[config.mk]
export PLATFORM = sky130hd
export DESIGN_NAME = seq_restoring_divider_flat
export DESIGN_NICKNAME = d
export VERILOG_FILES = /design/src/rtl/seq_restoring_divider_if.sv /design/src/rtl/seq_restoring_divider.sv /design/src/flat_wrapper.sv
export SDC_FILE = /design/constraint.sdc
export NUM_CORES = 1
export LEC_CHECK = 0
export ABC_CLOCK_PERIOD_IN_PS = 5500
export BUFFER_PORTS_ARGS = -buffer_cell sky130_fd_sc_hd__buf_2
export CAP_MARGIN = 20
export CORE_MARGIN = 3
export CORE_UTILIZATION = 35
export CTS_BUF_LIST = sky130_fd_sc_hd__clkbuf_16
export DETAILED_ROUTE_END_ITERATION = 10
export SETUP_SLACK_MARGIN = 0.05
export SYNTH_ARGS = -nofsm -noshare
export SYNTH_HDL_FRONTEND = slang
export SYNTH_SLANG_ARGS = --single-unit
[constraint.sdc]
create_clock -name clk -period 5.5 [get_ports clk]
set_input_delay 0.825 -clock clk [delete_from_list [all_inputs] [get_ports clk]]
set_output_delay 0.825 -clock clk [all_outputs]
set_load 0.05 [all_outputs]
[src/rtl/seq_restoring_divider_if.sv]
// Handshake and operand/result bundle for the sequential restoring divider.
// The master issues operands and start; the slave returns results and status.
interface seq_restoring_divider_if;
    logic       start;
    logic [7:0] dividend;
    logic [7:0] divisor;
    logic [7:0] quotient;
    logic [7:0] remainder;
    logic       busy;
    logic       done;
    logic       div_by_zero;

    modport master (
        output start, dividend, divisor,
        input  quotient, remainder, busy, done, div_by_zero
    );

    modport slave (
        input  start, dividend, divisor,
        output quotient, remainder, busy, done, div_by_zero
    );
endinterface

[src/rtl/seq_restoring_divider.sv]
// Sequential unsigned restoring divider: one quotient bit per clock, with the
// trial subtraction done by an 8-bit ripple-borrow subtractor.

module ripple_subtractor (
    input  logic [7:0] a,
    input  logic [7:0] b,
    output logic [7:0] diff,
    output logic       bout
);
    logic [8:0] borrow;

    assign borrow[0] = 1'b0;

    generate
        for (genvar gi = 0; gi < 8; gi++) begin : g_bit
            assign diff[gi]       = a[gi] ^ b[gi] ^ borrow[gi];
            assign borrow[gi + 1] = (~a[gi] & b[gi]) | (~(a[gi] ^ b[gi]) & borrow[gi]);
        end
    endgenerate

    assign bout = borrow[8];
endmodule

module seq_restoring_divider #(
    parameter int WIDTH = 8,
    parameter int CNT_W = 4
) (
    input  logic                  clk,
    input  logic                  rst,
    seq_restoring_divider_if.slave bus
);
    typedef enum logic [1:0] {IDLE, RUN, DONE} state_t;

    state_t           state_reg;
    state_t           state_next;
    logic [WIDTH-1:0] a_reg;
    logic [WIDTH-1:0] q_reg;
    logic [WIDTH-1:0] m_reg;
    logic [CNT_W-1:0] count_reg;
    logic [WIDTH-1:0] quotient_reg;
    logic [WIDTH-1:0] remainder_reg;
    logic             dbz_reg;

    logic             carry;
    logic [WIDTH-1:0] a_shift;
    logic [WIDTH-1:0] q_shift;
    logic [WIDTH-1:0] diff;
    logic             bout;
    logic             ok;
    logic [WIDTH-1:0] a_next;
    logic [WIDTH-1:0] q_next;
    logic             last_iter;

    // {carry, a_shift, q_shift} = {A, Q} << 1
    assign carry   = a_reg[WIDTH-1];
    assign a_shift = {a_reg[WIDTH-2:0], q_reg[WIDTH-1]};
    assign q_shift = {q_reg[WIDTH-2:0], 1'b0};

    ripple_subtractor u_sub (
        .a    (a_shift),
        .b    (m_reg),
        .diff (diff),
        .bout (bout)
    );

    // A carried-out bit means the partial remainder exceeds any 8-bit divisor.
    assign ok        = carry | ~bout;
    assign a_next    = ok ? diff : a_shift;
    assign q_next    = {q_shift[WIDTH-1:1], ok};
    assign last_iter = (count_reg == CNT_W'(1));

    always_ff @(posedge clk or posedge rst) begin
        if (rst) begin
            state_reg <= IDLE;
        end else begin
            state_reg <= state_next;
        end
    end

    always_comb begin
        state_next = state_reg;
        case (state_reg)
            IDLE: begin
                if (bus.start) begin
                    state_next = (bus.divisor != '0) ? RUN : DONE;
                end
            end
            RUN: begin
                if (last_iter) begin
                    state_next = DONE;
                end
            end
            DONE:    state_next = IDLE;
            default: state_next = IDLE;
        endcase
    end

    always_ff @(posedge clk or posedge rst) begin
        if (rst) begin
            a_reg         <= '0;
            q_reg         <= '0;
            m_reg         <= '0;
            count_reg     <= '0;
            quotient_reg  <= '0;
            remainder_reg <= '0;
            dbz_reg       <= 1'b0;
        end else begin
            case (state_reg)
                IDLE: begin
                    if (bus.start) begin
                        if (bus.divisor != '0) begin
                            m_reg     <= bus.divisor;
                            a_reg     <= '0;
                            q_reg     <= bus.dividend;
                            count_reg <= CNT_W'(WIDTH);
                        end else begin
                            quotient_reg  <= '1;
                            remainder_reg <= bus.dividend;
                            dbz_reg       <= 1'b1;
                        end
                    end
                end
                RUN: begin
                    a_reg     <= a_next;
                    q_reg     <= q_next;
                    count_reg <= count_reg - CNT_W'(1);
                    if (last_iter) begin
                        quotient_reg  <= q_next;
                        remainder_reg <= a_next;
                        dbz_reg       <= 1'b0;
                    end
                end
                default: ;
            endcase
        end
    end

    assign bus.quotient    = quotient_reg;
    assign bus.remainder   = remainder_reg;
    assign bus.div_by_zero = dbz_reg;
    assign bus.busy        = (state_reg == RUN);
    assign bus.done        = (state_reg == DONE);
endmodule
[src/flat_wrapper.sv]
// flat-port wrapper written by rule: the top's interface ports become plain ports
module seq_restoring_divider_flat 
#(
    parameter int WIDTH = 8,
    parameter int CNT_W = 4
)
  (clk, rst, bus_start, bus_dividend, bus_divisor, bus_quotient, bus_remainder, bus_busy, bus_done, bus_div_by_zero);
  seq_restoring_divider_if bus_i ();
  input  logic clk;
  input  logic rst;
  input wire logic [$bits(bus_i.start)-1:0] bus_start;
  input wire logic [$bits(bus_i.dividend)-1:0] bus_dividend;
  input wire logic [$bits(bus_i.divisor)-1:0] bus_divisor;
  output wire logic [$bits(bus_i.quotient)-1:0] bus_quotient;
  output wire logic [$bits(bus_i.remainder)-1:0] bus_remainder;
  output wire logic [$bits(bus_i.busy)-1:0] bus_busy;
  output wire logic [$bits(bus_i.done)-1:0] bus_done;
  output wire logic [$bits(bus_i.div_by_zero)-1:0] bus_div_by_zero;
  assign bus_i.start = bus_start;
  assign bus_i.dividend = bus_dividend;
  assign bus_i.divisor = bus_divisor;
  assign bus_quotient = bus_i.quotient;
  assign bus_remainder = bus_i.remainder;
  assign bus_busy = bus_i.busy;
  assign bus_done = bus_i.done;
  assign bus_div_by_zero = bus_i.div_by_zero;
  seq_restoring_divider #(.WIDTH(WIDTH), .CNT_W(CNT_W)) u_core (.clk(clk), .rst(rst), .bus(bus_i));
endmodule
==> impl_metrics.py, run 1 <==
metrics = {
    "outcome": {
        "status": "finished, final reports clean",
    },
    "sta": {
        "relSlewSlack_pct": 38.00,
        "rsz0062_at_grt": "no",
        "setup_viol": 0,
        "tns_ns": 0,
        "fin_skew_ns": 0.006277,
        "drv_slew": 0,
        "hold_viol_final": 0,
        "worst_pin_slew_ns": 0.9301,
        "clock.fmax_mhz": 209.5,
        "finalCriticalPeriod_ns": 4.774,
        "min_period_over_period_pct": 86.79,
    },
    "detailed_routing": {
        "top_layer": "met4",
        "dr_wl_met3_um": 181,
        "dr_wl_met2_mm": 2.180,
        "via_per_inst": 5.051,
        "wl_per_cell_um": 14.95,
        "wl_mm": 4.678,
        "drtIter0Drc": 95,
        "dr_total_vias": 1581,
        "drc": 0,
        "dr.pass1.iters": 4,
        "ant_nets": 0,
        "wl_met1_mm": 2.262,
    },
    "critical_path": {
        "cp_num_buf_inv": 0,
        "crit-reg2reg-launch": "u_core.m_reg[0]",
        "path_max_fanout": 18,
        "crit_path_top_delay_cell": "fa_1",
        "critical_path.max_stage_delay_ns": 0.46,
        "crit_family": "adder cells",
        "critPathMostFrequentCell": "fa_1",
        "end_kind": "register",
        "cp_cell_sequence": "ha_1 > fa_1 > fa_1 > fa_1 > fa_1 > fa_1 > fa_1 > fa_1 > nand2b_1 > mux2_2 > a21oi_1 > mux2_4",
        "startpoint_type": "register",
        "critPathKind": "register to register",
        "required_ns": 5.72,
        "arrival_ns": 4.99,
        "crit_path_start": "u_core.m_reg[0]",
    },
    "floorplanning": {
        "die_w_um": 88.11,
        "die_h_um": 88.11,
        "dieArea_um2": 7763,
        "fp-row-count": 29,
        "start_util_pct": 36.54,
        "num_io_pins": 38,
        "coreArea_um2": 6459,
    },
    "logic_synthesis": {
        "synth-seq-area-share_pct": 49.84,
        "netlist_instances": 199,
        "yosysUniqueCellTypes": 35,
        "async_flop_share_pct": 100.0,
        "synth_edf_count": 0,
        "ys_ff_latch": 47,
        "synth_common_cells": "dfrtp_1 (47), nand2_1 (25), mux2_2 (18)",
        "yosysTopAreaCell": "dfrtp_1",
        "synth_warnings": 0,
        "synth_flop_cell": "dfrtp_1",
        "yosys.area.top_type_share_pct": 49.84,
        "synth_most_common_cell": "dfrtp_1",
        "syn_nets": 228,
        "syn_avg_cell_area_um2": 11.86,
        "netlist_area_um2": 2360,
        "synth.top_cells.by_area": "dfrtp_1 (50%), mux2_2 (8.6%), fa_1 (5.9%)",
    },
    "clock_tree": {
        "h-tree-depth": 2,
        "cts_buffers": 5,
        "cts_setup_buffers": 0,
        "clockBufferDepth": 2,
        "cts_num_sinks": 47,
        "ctsHoldBuffers": 0,
        "root_buffer": "clkbuf_16",
        "cts_tree": "yes",
        "insertion_delay_ns": 0.28,
        "clk_pin_slew_worst_paths_ns": 0.07,
        "cts_resized": 0,
    },
    "grt": {
        "grt_pass1_wl_mm": 8.176,
        "grt_use_total_pct": 13.73,
        "grt_start_max_net_pins": 48,
        "first_global_vias": 1609,
        "antenna_found_initial": 0,
        "grt_overflow": 0,
    },
    "placed_design": {
        "finalWeightedCongestion": 0.7939,
        "portBuffers": 37,
        "dp_hpwl_mm": 3.303,
        "placed_area_um2": 2585,
    },
    "layout": {
        "synthToLayoutAreaGrowth_pct": 17.34,
        "drive_gt1_share_pct": 35.17,
        "diodes": 0,
        "fin_nets": 264,
        "n_fill_cell": 645,
        "postLayoutCellArea_um2": 2769,
    },
    "job": {
        "max_cap_violations": 0,
    },
    "hold_path": {
        "hold_path_class": "input port to async pin",
    },
}
## cell usage in the layout (no fill, tap or decap), drive strengths merged, types with 5 or more instances in the layout
cell type,synthesis,layout
clkbuf,3,5
o31ai,7,7
inv,12,12
fa,7,7
o22a,8,8
nor2,16,16
a22o,6,6
dfrtp,47,47
and2,7,7
buf,7,39
mux2,26,26
nand2,26,26
## final timing paths
| check | slack, ns | end | cells after the start |
|---|---|---|---|
| worst max-delay path | 0.73 | u_core.bus.remainder[0] | 12 |
| worst min-delay path | 0.41 | u_core.bus.remainder[1] | 2 |
| worst max register to register | 0.73 | u_core.bus.remainder[0] | 12 |
| worst min register to register | 0.48 | u_core.count_reg[3] | 1 |
| max in group asynchronous | 4.65 | u_core.bus.remainder[7] | 3 |
| min in group clk | 0.48 | u_core.count_reg[3] | 1 |
## kinds of logic after synthesis
family	after synthesis	synth area share [%]
buffers and inverters	22	4.612
DFF	47	49.84
AOI/OAI and AO/OA	34	11.93
and+or+nand+nor	60	12.41
muxes	26	13.68
adders and majority gates	10	7.529
## layer usage
layer	up-vias	GRT usage [%]
li1	754	-
met1	787	19.40
met2	35	21.71
met3	5	2.634
met4	0	3.709
met5	-	0
## stage by stage
stage / worst slack (ns) / cells / hold slack (ns) / utilization, %
after global routing: 0.4723 / 313 / 0.4178 / 42.87
after CTS: 0.6604 / 312 / 0.4823 / 42.56
final: 0.7264 / 313 / 0.4085 / 42.87
after global placement: 0.7784 / 304 / 0.4611 / 40.02
after detailed placement: 0.6810 / 304 / 0.4738 / 40.02
after floorplan: 1.026 / 199 / 0.4456 / -
## layout make-up
type	instances	area, um2	area share [%]
Sequential cell	47	1176	42.48
Multi-Input combinational cell	130	1075	38.82
Timing Repair Buffer	39	212.7	7.682
Clock buffer	5	125.1	4.519
Tap cell	77	96.34	3.479
Inverter	12	45.04	1.627
Clock inverter	3	38.79	1.401
Power of run 1 is not shown: default switching activity piles up to over one toggle a cycle in this logic, so the estimate is an artifact.
==> run 2: changes to the inputs <==
--- a/config.mk
+++ b/config.mk
@@ -15,4 +15,5 @@
 export SETUP_SLACK_MARGIN = 0.05
 export SYNTH_ARGS = -nofsm -noshare
 export SYNTH_HDL_FRONTEND = slang
+export SYNTH_HIERARCHICAL = 1
 export SYNTH_SLANG_ARGS = --single-unit
==> run 2 against run 1 <==
Compared with the run above:
- first-iteration DRC count is 28% lower
- global-route usage is 0.67 points higher
- synthesized area is 1.1% lower
- hold slack better by 0.068 ns
- final area is 2.2% lower
- routed wire length is 10% higher
- critical endpoint is now u_core/bus.remainder[6]
- largest cell class unchanged
- highest routed layer unchanged
- sequential share of layout area is 0.94 points higher
- utilization is 0.69 points lower
- clock skew is 0.0024 ns lower
==> impl_metrics.py, run 2 <==
metrics = {
    "sta": {
        "drv_slew": 0,
        "min_period_over_period_pct": 77.28,
        "fin_skew_ns": 0.003883,
        "hold_viol_final": 0,
        "worst_pin_slew_ns": 0.6638,
        "rsz0062_at_grt": "no",
        "tns_ns": 0,
        "clock.fmax_mhz": 235.3,
        "setup_viol": 0,
        "finalCriticalPeriod_ns": 4.250,
        "relSlewSlack_pct": 55.55,
    },
    "clock_tree": {
        "cts_setup_buffers": 0,
        "ctsHoldBuffers": 0,
        "root_buffer": "clkbuf_16",
        "insertion_delay_ns": 0.28,
        "clockBufferDepth": 2,
        "clk_pin_slew_worst_paths_ns": 0.06,
        "cts_resized": 0,
        "cts_buffers": 5,
        "cts_num_sinks": 47,
        "h-tree-depth": 2,
        "cts_tree": "yes",
    },
    "detailed_routing": {
        "dr.pass1.iters": 4,
        "dr_total_vias": 1680,
        "wl_per_cell_um": 15.71,
        "via_per_inst": 5.106,
        "wl_mm": 5.169,
        "ant_nets": 0,
        "drtIter0Drc": 68,
        "drc": 0,
    },
    "logic_synthesis": {
        "synth-simple-area-share_pct": 12.01,
        "yosys.area.top_type_share_pct": 50.40,
        "netlist_instances": 216,
        "synth_xor_area_share_pct": 0,
        "synth_warnings": 6,
        "ys_ff_latch": 47,
        "synth_top_family_by_area": "compound AO/OA/AOI/OAI gates",
        "synth_most_common_cell": "dfrtp_1",
        "yosysTopAreaCell": "dfrtp_1",
        "synth_common_cells": "dfrtp_1 (47), nand2_1 (33), inv_1 (32)",
        "synthMuxAreaShare_pct": 3.485,
        "syn_nets": 245,
        "syn_avg_cell_area_um2": 10.80,
        "synth_compound_area_share_pct": 18.18,
        "synth_flop_cell": "dfrtp_1",
        "yosysUniqueCellTypes": 39,
        "async_flop_share_pct": 100.0,
        "synth-seq-area-share_pct": 50.40,
        "synth_edf_count": 0,
        "netlist_area_um2": 2333,
        "synth.top_cells.by_area": "dfrtp_1 (50%), fa_1 (6.0%), nand2_1 (5.3%)",
        "synthAdderAreaFrac_pct": 7.614,
    },
    "floorplanning": {
        "start_util_pct": 36.33,
        "fp-row-count": 29,
        "die_w_um": 87.65,
        "coreArea_um2": 6422,
        "die_h_um": 87.65,
        "dieArea_um2": 7683,
        "num_io_pins": 38,
    },
    "layout": {
        "n_fill_cell": 644,
        "final_common_cell": "dfrtp_1",
        "diodes": 0,
        "postLayoutCellArea_um2": 2709,
        "utilization_pct": 42.18,
        "synthToLayoutAreaGrowth_pct": 16.09,
        "fin_nets": 280,
        "drive_gt1_share_pct": 25.40,
        "layout_common_cells": "dfrtp_1 (47), buf_2 (37), nand2_1 (33)",
    },
    "placed_design": {
        "placed_area_um2": 2549,
        "finalWeightedCongestion": 0.7614,
        "dp_hpwl_mm": 3.739,
        "portBuffers": 37,
    },
    "critical_path": {
        "cp_num_buf_inv": 5,
        "critPathMostFrequentCell": "fa_1",
        "cp_cell_sequence": "inv_1 > ha_1 > inv_1 > fa_1 > inv_1 > fa_1 > fa_1 > fa_1 > fa_1 > fa_1 > inv_1 > fa_1 > inv_1 > nand2b_1 > mux2i_1 > nand2_1 > o221a_2",
        "arrival_ns": 4.42,
        "critPathKind": "register to register",
        "r2r_slack_ns": 1.25,
        "crit_family": "adder cells",
        "startpoint_type": "register",
        "crit_path_top_delay_cell": "nand2b_1",
        "required_ns": 5.67,
        "end_kind": "register",
        "path_max_fanout": 12,
        "critical_path.max_stage_delay_ns": 0.45,
    },
    "power_and_ir_drop": {
        "power.density_nw_per_um2": 724.0,
        "irDropWorstVdd_mv": 0.1926,
        "p_leak_nw": 1.291,
        "power_mw": 1.961,
    },
    "hold_path": {
        "hold_path_class": "register to register",
    },
    "job": {
        "max_cap_violations": 0,
    },
    "grt": {
        "grt_overflow": 0,
        "antenna_found_initial": 0,
        "first_global_vias": 1684,
        "grt_pass1_wl_mm": 8.590,
        "grt_start_max_net_pins": 48,
        "grt_use_total_pct": 14.40,
    },
    "outcome": {
        "status": "finished, final reports clean",
    },
}
run 2: cell count changes after synthesis, moves of 8 or more:
| cell | delta |
|---|---|
| inv_1 | +20 |
| mux2_2 | -17 |
| nor2_1 | -12 |
| mux2_4 | -8 |
| nand2_1 | +8 |
| o22ai_1 | +8 |
run 2: path summary, 6_finish.rpt:
kind	start	end	depth (start not counted)
worst max register to register	u_core/q_reg[7]	u_core/bus.remainder[6]	17
worst max-delay path	u_core/q_reg[7]	u_core/bus.remainder[6]	17
max in group asynchronous	rst	u_core/q_reg[0]	3
min in group asynchronous	rst	u_core/m_reg[4]	2
worst min register to register	u_core/m_reg[7]	u_core/m_reg[7]	2
worst min-delay path	u_core/m_reg[7]	u_core/m_reg[7]	2
run 2: metrics by stage:
| stage | std cells | setup WS, ns | hold slack [ns] |
|---|---|---|---|
| detailed placement | 320 | 1.280 | 0.4691 |
| global route | 329 | 0.9675 | 0.4968 |
| finish | 329 | 1.250 | 0.4770 |
| floorplan | 216 | 1.686 | 0.4445 |
| global placement | 320 | 1.327 | 0.4646 |
| CTS | 328 | 1.240 | 0.4849 |
run 2: layout make-up:
cell class	instances	area, um2	area share [%]
clock buffer	5	125.1	4.619
inverter	34	127.6	4.711
tap	77	96.34	3.557
sequential	47	1176	43.42
timing repair buffer	38	205.2	7.575
clock inverter	3	15.01	0.5543
multi-input combinational	125	963.4	35.57
run 2: worst register-to-register path: cells and delay by family (launching register included):
family | cells | cell delay (ns)
buf+inv | 5 | 0.29
compound gates | 1 | 0.14
mux | 1 | 0.37
flops | 1 | 0.38
simple gates | 2 | 0.55
fa+ha+maj | 8 | 2.40
run 2: logic make-up (layout without fill, tap and decap cells):
logic type	count (synthesis)	in the layout
compound gates	53	53
fa+ha+maj	10	10
buf+inv	44	80
flops	47	47
mux	8	8
simple gates	54	54
run 2: routing by layer:
layer | wire [um] | up-vias | GRT usage [%]
li1 | - | 807 | -
met1 | 2551 | 836 | 20.29
met2 | 2389 | 32 | 22.40
met3 | 183 | 5 | 3.669
met4 | 44 | 0 | 3.347
met5 | 0 | - | 0
run 2: power breakdown:
| group | total [mW] | leakage, nW | switching (mW) | internal, mW |
|---|---|---|---|---|
| clock | 0.291 | 0.0649 | 0.126 | 0.165 |
| sequential | 0.648 | 0.548 | 0.130 | 0.518 |
| combinational | 1.02 | 0.678 | 0.657 | 0.365 |
| total | 1.96 | 1.29 | 0.912 | 1.05 |
Power figures use the tool's default switching activity.
